--- config.mk ---
export PLATFORM = sky130hd
export DESIGN_NAME = prog_loader
export DESIGN_NICKNAME = d
export VERILOG_FILES = /design/src/rtl/prog_loader.sv
export SDC_FILE = /design/constraint.sdc
export NUM_CORES = 1
export LEC_CHECK = 0
export ABC_AREA = 0
export BUFFER_PORTS_ARGS = -buffer_cell sky130_fd_sc_hd__buf_2
export CAP_MARGIN = 20
export CORE_ASPECT_RATIO = 1.25
export CORE_MARGIN = 2
export CORE_UTILIZATION = 45
export CTS_BUF_LIST = sky130_fd_sc_hd__clkbuf_8
export CTS_CLUSTER_DIAMETER = 150
export CTS_CLUSTER_SIZE = 30
export DETAILED_ROUTE_END_ITERATION = 16
export GPL_ROUTABILITY_DRIVEN = 0
export SYNTH_ARGS = -nofsm -noshare
export SYNTH_HDL_FRONTEND = slang
export SYNTH_SLANG_ARGS = --single-unit
--- constraint.sdc ---
create_clock -name clk -period 4.1 [get_ports clk]
set_input_delay 0.205 -clock clk [delete_from_list [all_inputs] [get_ports clk]]
set_output_delay 0.205 -clock clk [all_outputs]
set_load 0.01 [all_outputs]
--- src/rtl/prog_loader.sv ---
// -----------------------------------------------------------------------------
// prog_loader
//
// Writer side of the instruction store. Takes a byte stream over a valid/ready
// handshake, packs the bytes little-endian into DATA_WIDTH words and writes
// them to consecutive instruction-memory addresses starting at 0. The CPU is
// held in reset for the whole load and released once the last word is
// written, at which point a running word checksum is available.
//
// Ports:
//   clk        system clock, rising edge
//   reset      asynchronous active-high reset
//   start      one-cycle pulse, begins or restarts a load
//   length     number of words to load (sampled on start, clamped to depth)
//   in_data    stream byte
//   in_valid   in_data valid
//   in_ready   loader accepts a byte this cycle (high only while loading)
//   mem_we     one-cycle write strobe to instruction memory
//   mem_addr   write address (holds last written address afterwards)
//   mem_data   write data
//   cpu_reset  high holds the CPU in reset
//   busy       high while loading
//   done       high once the load has completed
//   checksum   modulo-2^DATA_WIDTH sum of the words written in this load
// -----------------------------------------------------------------------------
module prog_loader #(
    parameter int ADDR_WIDTH = 8,
    parameter int DATA_WIDTH = 32
) (
    input  logic                  clk,
    input  logic                  reset,
    input  logic                  start,
    input  logic [ADDR_WIDTH:0]   length,
    input  logic [7:0]            in_data,
    input  logic                  in_valid,
    output logic                  in_ready,
    output logic                  mem_we,
    output logic [ADDR_WIDTH-1:0] mem_addr,
    output logic [DATA_WIDTH-1:0] mem_data,
    output logic                  cpu_reset,
    output logic                  busy,
    output logic                  done,
    output logic [DATA_WIDTH-1:0] checksum
);

    localparam int BYTES = DATA_WIDTH / 8;
    localparam int IDX_W = (BYTES > 1) ? $clog2(BYTES) : 1;
    localparam logic [IDX_W-1:0]    LAST_IDX = IDX_W'(BYTES - 1);
    localparam logic [ADDR_WIDTH:0] DEPTH    = {1'b1, {ADDR_WIDTH{1'b0}}};

    typedef enum logic [1:0] {
        S_IDLE,
        S_LOAD,
        S_DONE
    } state_t;

    state_t                  state_reg,    state_next;
    logic [IDX_W-1:0]        byte_idx_reg, byte_idx_next;
    logic [DATA_WIDTH-1:0]   shift_reg,    shift_next;
    logic [ADDR_WIDTH:0]     word_cnt_reg, word_cnt_next;
    logic [ADDR_WIDTH:0]     len_reg,      len_next;
    logic                    mem_we_reg,   mem_we_next;
    logic [ADDR_WIDTH-1:0]   mem_addr_reg, mem_addr_next;
    logic [DATA_WIDTH-1:0]   mem_data_reg, mem_data_next;
    logic [DATA_WIDTH-1:0]   checksum_reg, checksum_next;

    logic                    accept;
    logic [ADDR_WIDTH:0]     len_clamped;
    logic [DATA_WIDTH-1:0]   word_assembled;

    assign accept      = in_valid && (state_reg == S_LOAD);
    assign len_clamped = (length > DEPTH) ? DEPTH : length;

    // The word as it looks with the incoming byte dropped into its lane.
    // Lanes not addressed by byte_idx keep what is already in the register.
    for (genvar gi = 0; gi < BYTES; gi++) begin : g_lane
        assign word_assembled[8*gi +: 8] =
            (byte_idx_reg == IDX_W'(gi)) ? in_data : shift_reg[8*gi +: 8];
    end

    always_comb begin
        state_next    = state_reg;
        byte_idx_next = byte_idx_reg;
        shift_next    = shift_reg;
        word_cnt_next = word_cnt_reg;
        len_next      = len_reg;
        mem_we_next   = 1'b0;
        mem_addr_next = mem_addr_reg;
        mem_data_next = mem_data_reg;
        checksum_next = checksum_reg;

        case (state_reg)
            S_LOAD: begin
                if (accept) begin
                    shift_next = word_assembled;
                    if (byte_idx_reg == LAST_IDX) begin
                        byte_idx_next = '0;
                        // Bytes arriving after the final word (while its write
                        // strobe is still out) must never produce a write.
                        if (word_cnt_reg < len_reg) begin
                            mem_we_next   = 1'b1;
                            mem_addr_next = word_cnt_reg[ADDR_WIDTH-1:0];
                            mem_data_next = word_assembled;
                            checksum_next = checksum_reg + word_assembled;
                            word_cnt_next = word_cnt_reg + (ADDR_WIDTH+1)'(1);
                        end
                    end else begin
                        byte_idx_next = byte_idx_reg + IDX_W'(1);
                    end
                end
                // Leave LOAD the cycle after the final write strobe.
                if (mem_we_reg && (word_cnt_reg == len_reg)) begin
                    state_next = S_DONE;
                end
            end
            default: ;
        endcase

        // start wins over everything, including a byte taken this cycle.
        if (start) begin
            len_next      = len_clamped;
            byte_idx_next = '0;
            shift_next    = '0;
            word_cnt_next = '0;
            mem_we_next   = 1'b0;
            mem_addr_next = '0;
            checksum_next = '0;
            state_next    = (len_clamped == '0) ? S_DONE : S_LOAD;
        end
    end

    always_ff @(posedge clk or posedge reset) begin
        if (reset) begin
            state_reg    <= S_IDLE;
            byte_idx_reg <= '0;
            shift_reg    <= '0;
            word_cnt_reg <= '0;
            len_reg      <= '0;
            mem_we_reg   <= 1'b0;
            mem_addr_reg <= '0;
            mem_data_reg <= '0;
            checksum_reg <= '0;
        end else begin
            state_reg    <= state_next;
            byte_idx_reg <= byte_idx_next;
            shift_reg    <= shift_next;
            word_cnt_reg <= word_cnt_next;
            len_reg      <= len_next;
            mem_we_reg   <= mem_we_next;
            mem_addr_reg <= mem_addr_next;
            mem_data_reg <= mem_data_next;
            checksum_reg <= checksum_next;
        end
    end

    // Status outputs follow the state directly so they change on the same
    // edge as the state transition.
    assign in_ready  = (state_reg == S_LOAD);
    assign busy      = (state_reg == S_LOAD);
    assign done      = (state_reg == S_DONE);
    assign cpu_reset = (state_reg != S_DONE);
    assign mem_we    = mem_we_reg;
    assign mem_addr  = mem_addr_reg;
    assign mem_data  = mem_data_reg;
    assign checksum  = checksum_reg;

endmodule

==> flow_summary.yaml, run 1 <==
routing:
  wl_mm: 18.5
  wl_per_cell_um: 16.3
  drt_iter0_markers: 256
  drc: 0
  drtAntennaViolNets: 0
  dr.pass1.iters: 4
  vias_per_cell: 5.42
  via_count: 6159
synthesis:
  yosysMostFrequentCell: "dfrtp_1"
  synth_cell_types: 61
  yosys_warnings: 0
  synth_enable_flop_cells: 0
  syn-instance-count: 818
  async_flop_share: 1.00
  synth_top_area_frac: 0.431
  avgSynthCellArea_um2: 9.02
  synth_area_um2: 7380
  syn-num-nets: 892
  yosys-top-cells-count: "dfrtp_1, nand2_1, a21oi_1"
  yosysTopAreaCell: "dfrtp_1"
  ys_ff_latch: 127
  ys_seq_area_frac: 0.431
  ys_top_cells_by_area: "dfrtp_1, ha_1, nand2_1"
  synth_ff_type: "dfrtp_1"
die:
  die-area_um2: 17400
  die-width_um: 119
  rows: 52
  pin_count: 98
  start_util: 0.457
  die_height_um: 147
  core_um2: 16100
timing:
  hold_ws_ns: 0.0264
  finalSetupViolations: 0
  worst_pin_slew_ns: 0.883
  setup_tns_ns: 0
  skew_ns: 0.0104
  timing.fmax_ghz: 0.261
  hold_viol: 0
  rsz0062_at_grt: "false"
  relSlewSlack: 0.411
  maxSlewViolCount: 0
  period_share: 0.935
  min_period_ns: 3.83
placed_design:
  port_buffers: 97
  dp_hpwl_mm: 13.3
  dp.cells: 1097
layout:
  areaGrowthSynthToFinish_pct: 16.1
  num_antenna_cells: 0
  fin_nets: 982
  fin_cells: 1137
  layout-drive-gt1-share: 0.173
setup_path:
  worstSetupPathType: "reg -> reg"
  critPathRequiredTime_ns: 4.46
  critPathMaxFanout: 8
  cp-start-kind: "flop"
  worstPathArrival_ns: 4.20
  regToRegSetupSlack_ns: 0.27
  end_kind: "flop"
clock_network:
  cts.sinks: 127
  root_buffer: "clkbuf_8"
  cts_tree: "built"
  insertion_delay_ns: 0.45
  path_clk_slew_ns: 0.07
  clockBufferDepth: 2
  cts_buffers: 17
  cts_max_level: 4
global_route:
  grt_pass1_vias: 6087
  grt_usage: 0.219
  grt_overflow_total: 0
  grt_pass1_wl_mm: 30.8
  grt_start_max_net_pins: 76
  antenna_found_initial: 0
power_and_ir_drop:
  max-vdd-ir-drop_uv: 237
  p_leak_nw: 4.38
  powerDensity_nw_per_um2: 327
outcome:
  status: "completed"
job:
  cap_violations: 0
worst_hold_path:
  hp-class: "in -> reg"
==> per-layer routing <==
layer  vias to the layer above  part of all wire  routed length (um)  track usage
met4                         0             0.015                 272       0.0690
met2                       123              0.48                8960        0.367
met1                      2990              0.47                8640        0.290
li1                       3026                 -                   -            -
met5                         -                 0                   0            0
met3                        20             0.036                 663       0.0400
==> cells in the final DEF (no fill, tap or decap), types with 6 or more instances in the layout <==
| cell type | count |
|---|---|
| a21oi_1 | 60 |
| a21o_1 | 17 |
| and3_1 | 8 |
| o22ai_1 | 13 |
| o21ai_0 | 45 |
| nand3_1 | 13 |
| inv_1 | 60 |
| clkbuf_8 | 18 |
| dlygate4sd3_1 | 7 |
| xnor2_1 | 17 |
| dfrtp_1 | 127 |
| o21a_1 | 11 |
| a211oi_1 | 39 |
| nor2_1 | 59 |
| ha_1 | 50 |
| xor2_1 | 11 |
| clkinv_2 | 6 |
| buf_4 | 13 |
| a31oi_1 | 8 |
| nand4_1 | 8 |
| buf_2 | 97 |
| mux2i_1 | 34 |
| nor2b_1 | 7 |
| nand2_1 | 125 |
==> worst paths after layout <==
| check | startpoint | to | cells after the start |
|---|---|---|---|
| setup reg to reg | byte_idx_reg[0] | checksum[21] | 13 |
| hold reg to reg | mem_data[8] | mem_data[8] | 2 |
| min in group asynchronous | reset | mem_addr[6] | 3 |
| max in group asynchronous | reset | shift_reg[15] | 4 |
| hold / removal | length[0] | len_reg[0] | 3 |
| setup / recovery | byte_idx_reg[0] | checksum[21] | 13 |
==> area by class of cell <==
class                           instances  area (um^2)
Fill cell                            1605         7570
Multi-Input combinational cell        584         3790
Tap cell                              216          270
Timing Repair Buffer                  119          701
Sequential cell                       127         3180
Inverter                               59          224
Clock buffer                           18          248
Clock inverter                         14          150
==> metrics by stage <==
stage                     area, um^2  power, mW  setup slack (ns)  utilization
after floorplan                 7380       1.60             0.511            -
after CTS                       8520       2.82             0.130        0.528
after global placement          8060       1.70             0.288        0.500
after detailed placement        8060       1.71             0.150        0.500
final                           8560       2.80             0.267        0.531
after global routing            8560       2.93            0.0399        0.531
==> worst max-delay path, stage by stage (launching register included) <==
cell and delay, ns:
dfrtp_1 0.42, inv_1 0.13, ha_2 0.38, mux2i_1 0.32, inv_1 0.13, ha_1 0.31
a211oi_1 0.34, o211ai_2 0.14, a31oi_1 0.47, o21ai_0 0.30, a21boi_0 0.33, o21ai_0 0.18
xnor2_1 0.15, o22ai_1 0.15
==> timing repair <==
item / CTS / global route
buffers inserted: 0 / 0
hold endpoints to repair: 7 / 38
gates resized for setup: 0 / 2
hold buffers: 6 / 1
setup endpoints to repair: 0 / 5
==> cells by family after synthesis <==
kind of cell	count (synthesis)	share of synthesized area
simple gates	245	0.146
compound gates	220	0.190
flops	127	0.431
buf+inv	107	0.0565
fa+ha+maj	53	0.0909
mux	38	0.0522
xor+xnor	28	0.0332
==> report_power, final <==
part / internal [mW] / leakage, nW / switching, mW
registers: 1.29 / 1.74 / 0.0215
clock network: 0.605 / 0.206 / 0.500
logic: 0.138 / 2.43 / 0.239
total: 2.04 / 4.38 / 0.760
No activity file was read; power rests on OpenSTA's default activity.
==> run 2, diff against run 1 <==
ABC_AREA = 1   (was 0)
CTS_CLUSTER_DIAMETER = 200   (was 150)
clock period = 4.4 ns   (was 4.1 ns; I/O delays follow)
==> flow_summary.yaml, run 2 <==
timing:
  maxSlewViolCount: 0
  relSlewSlack: 0.392
  worst_pin_slew_ns: 0.911
  skew_ns: 0.00653
  rsz0062_at_grt: "false"
  min_period_ns: 3.51
  period_share: 0.797
  setup_tns_ns: 0
  hold_viol: 0
  finalSetupViolations: 0
  timing.fmax_ghz: 0.285
clock_network:
  cts_buffers: 17
  cts_tree: "built"
  cts_max_level: 4
  insertion_delay_ns: 0.44
  cts_resized: 0
  cts.sinks: 127
  root_buffer: "clkbuf_8"
  clockBufferDepth: 2
  path_clk_slew_ns: 0.08
setup_path:
  reg2regPathDepth: 13
  rr_startpoint: "byte_idx_reg[0]"
  worstSetupPathType: "reg -> reg"
  r2r-end: "checksum[22]"
  critPathMaxFanout: 16
  end_kind: "flop"
  cp-endpoint: "checksum[22]"
  crit_start: "byte_idx_reg[0]"
  slowest_delay_ns: 0.55
  worstPathArrival_ns: 3.85
  regToRegSetupSlack_ns: 0.89
  critPathRequiredTime_ns: 4.74
  crit_chain: "inv_1, ha_1, o21ai_0, ha_1, nand2_1, nor2_1, inv_1, nor3_1, nand3_1, nand3_1, nand2_1, nand3_1, nand2_1"
  crit_path_top_delay_cell: "nor3_1"
  cp-start-kind: "flop"
synthesis:
  synth_ff_type: "dfrtp_1"
  synthSimpleGateAreaFrac: 0.307
  ys_ff_latch: 127
  yosys_warnings: 0
  synth_top_family_by_area: "simple AND/OR/NAND/NOR gates"
  avgSynthCellArea_um2: 7.00
  yosys.area_share.adder: 0.0819
  synth_xor_area_frac: 0.0182
  synth_cell_types: 37
  yosys-top-cells-count: "nand2_1, inv_1, dfrtp_1"
  synth_top_area_frac: 0.388
  ys_top_cells_by_area: "dfrtp_1, nand2_1, inv_1"
  synth_compound_area_frac: 0.0984
  yosysMostFrequentCell: "nand2_1"
  synth_enable_flop_cells: 0
  async_flop_share: 1.00
  ys_seq_area_frac: 0.388
  yosysTopAreaCell: "dfrtp_1"
  syn-num-nets: 1244
  syn-instance-count: 1170
  synth_mux_area_frac: 0
  synth_area_um2: 8190
routing:
  drc: 0
  dr.pass1.iters: 7
  drtAntennaViolNets: 0
  vias_per_cell: 5.00
  via_count: 7501
  drt_iter0_markers: 436
  wl_mm: 23.2
  wl_per_cell_um: 15.4
global_route:
  grt_start_max_net_pins: 66
  grt_overflow_total: 0
  grt_usage: 0.246
  antenna_found_initial: 0
  grt_pass1_vias: 7218
  grt_pass1_wl_mm: 37.4
layout:
  final_cell_mix: "nand2_1, inv_1, dfrtp_1, o21ai_0, buf_2"
  final_common_cell: "nand2_1"
  multi_input_area_um2: 4140
  num_antenna_cells: 0
  areaGrowthSynthToFinish_pct: 13.2
  fin_cells: 1500
  seq_area_um2: 3180
  layout-drive-gt1-share: 0.119
  fin_nets: 1335
  fillCellCount: 1864
power_and_ir_drop:
  p_leak_nw: 5.31
  powerDensity_nw_per_um2: 295
  finalPower_mw: 2.74
  max-vdd-ir-drop_uv: 142
die:
  start_util: 0.456
  die_height_um: 155
  die-width_um: 125
  rows: 55
  core_um2: 18000
  pin_count: 98
  die-area_um2: 19300
outcome:
  status: "completed"
placed_design:
  dp.cells: 1469
  dp_hpwl_mm: 17.8
  port_buffers: 97
worst_hold_path:
  hp-class: "in -> reg"
job:
  cap_violations: 0
## run 2: cell count changes after synthesis, moves of 38 or more
cell / previous run / this run
nand3_1: 13 / 79
a21oi_1: 60 / 22
nand2_1: 125 / 431
a211oi_1: 39 / 0
inv_1: 59 / 179
o21ai_0: 45 / 109
## run 2: what timing repair did
item / in CTS / in global routing
hold buffers: 1 / 0
endpoints found under the hold margin: 54 / 0
setup buffers: 0 / 0
## run 2: kinds of logic (layout without fill, tap and decap cells)
group | count (synthesis) | in the layout
AO/OA/AOI/OAI | 155 | 155
buffers and inverters | 217 | 319
adder cells (fa/ha/maj) | 53 | 53
AND/OR/NAND/NOR | 601 | 601
flip-flops | 127 | 127
XOR/XNOR | 17 | 17
## run 2: how the worst min path moves through the flow
stage,start,end,slack [ns],cells after the start
floorplan,length[7],len_reg[7],0.34,2
global placement,reset,state_reg[0],0.39,2
detailed placement,reset,len_reg[4],0.40,2
CTS,length[3],len_reg[3],0.002,3
global route,length[3],len_reg[3],0.02,3
finish,length[3],len_reg[3],0.03,3
## run 2: metal layers
layer | wire length, um | part of all wire | track usage
met1 | 10200 | 0.44 | 0.306
met2 | 11700 | 0.51 | 0.443
met3 | 703 | 0.030 | 0.0332
met4 | 497 | 0.021 | 0.0797
met5 | 0 | 0 | 0
## run 2: per-stage QoR
step                      setup WS (ns)  area [um^2]  hold WS [ns]  utilization
after detailed placement          0.969         8850         0.403        0.493
final                             0.894         9270        0.0332        0.516
after global routing              0.732         9270        0.0232        0.516
after global placement             1.02         8850         0.394        0.493
after floorplan                   0.796         8190         0.341            -
after CTS                         0.946         9270       0.00245        0.516
## run 2: worst max-delay path: cells and delay by family (launching register included)
family	cells	cell delay [ns]
buf+inv	2	0.20
fa+ha+maj	2	0.91
flops	1	0.43
simple gates	8	1.51
compound gates	1	0.36
## run 2: layout make-up
class | count | share of cell area
Sequential cell | 127 | 0.343
Inverter | 179 | 0.0727
Tap cell | 228 | 0.0308
Clock inverter | 10 | 0.0150
Multi-Input combinational cell | 826 | 0.446
Timing Repair Buffer | 110 | 0.0631
Clock buffer | 20 | 0.0297
## run 2: power breakdown
group | switching [mW] | total, mW | internal (mW)
Sequential | 0.0232 | 1.24 | 1.22
Clock | 0.485 | 1.08 | 0.598
Combinational | 0.284 | 0.411 | 0.127
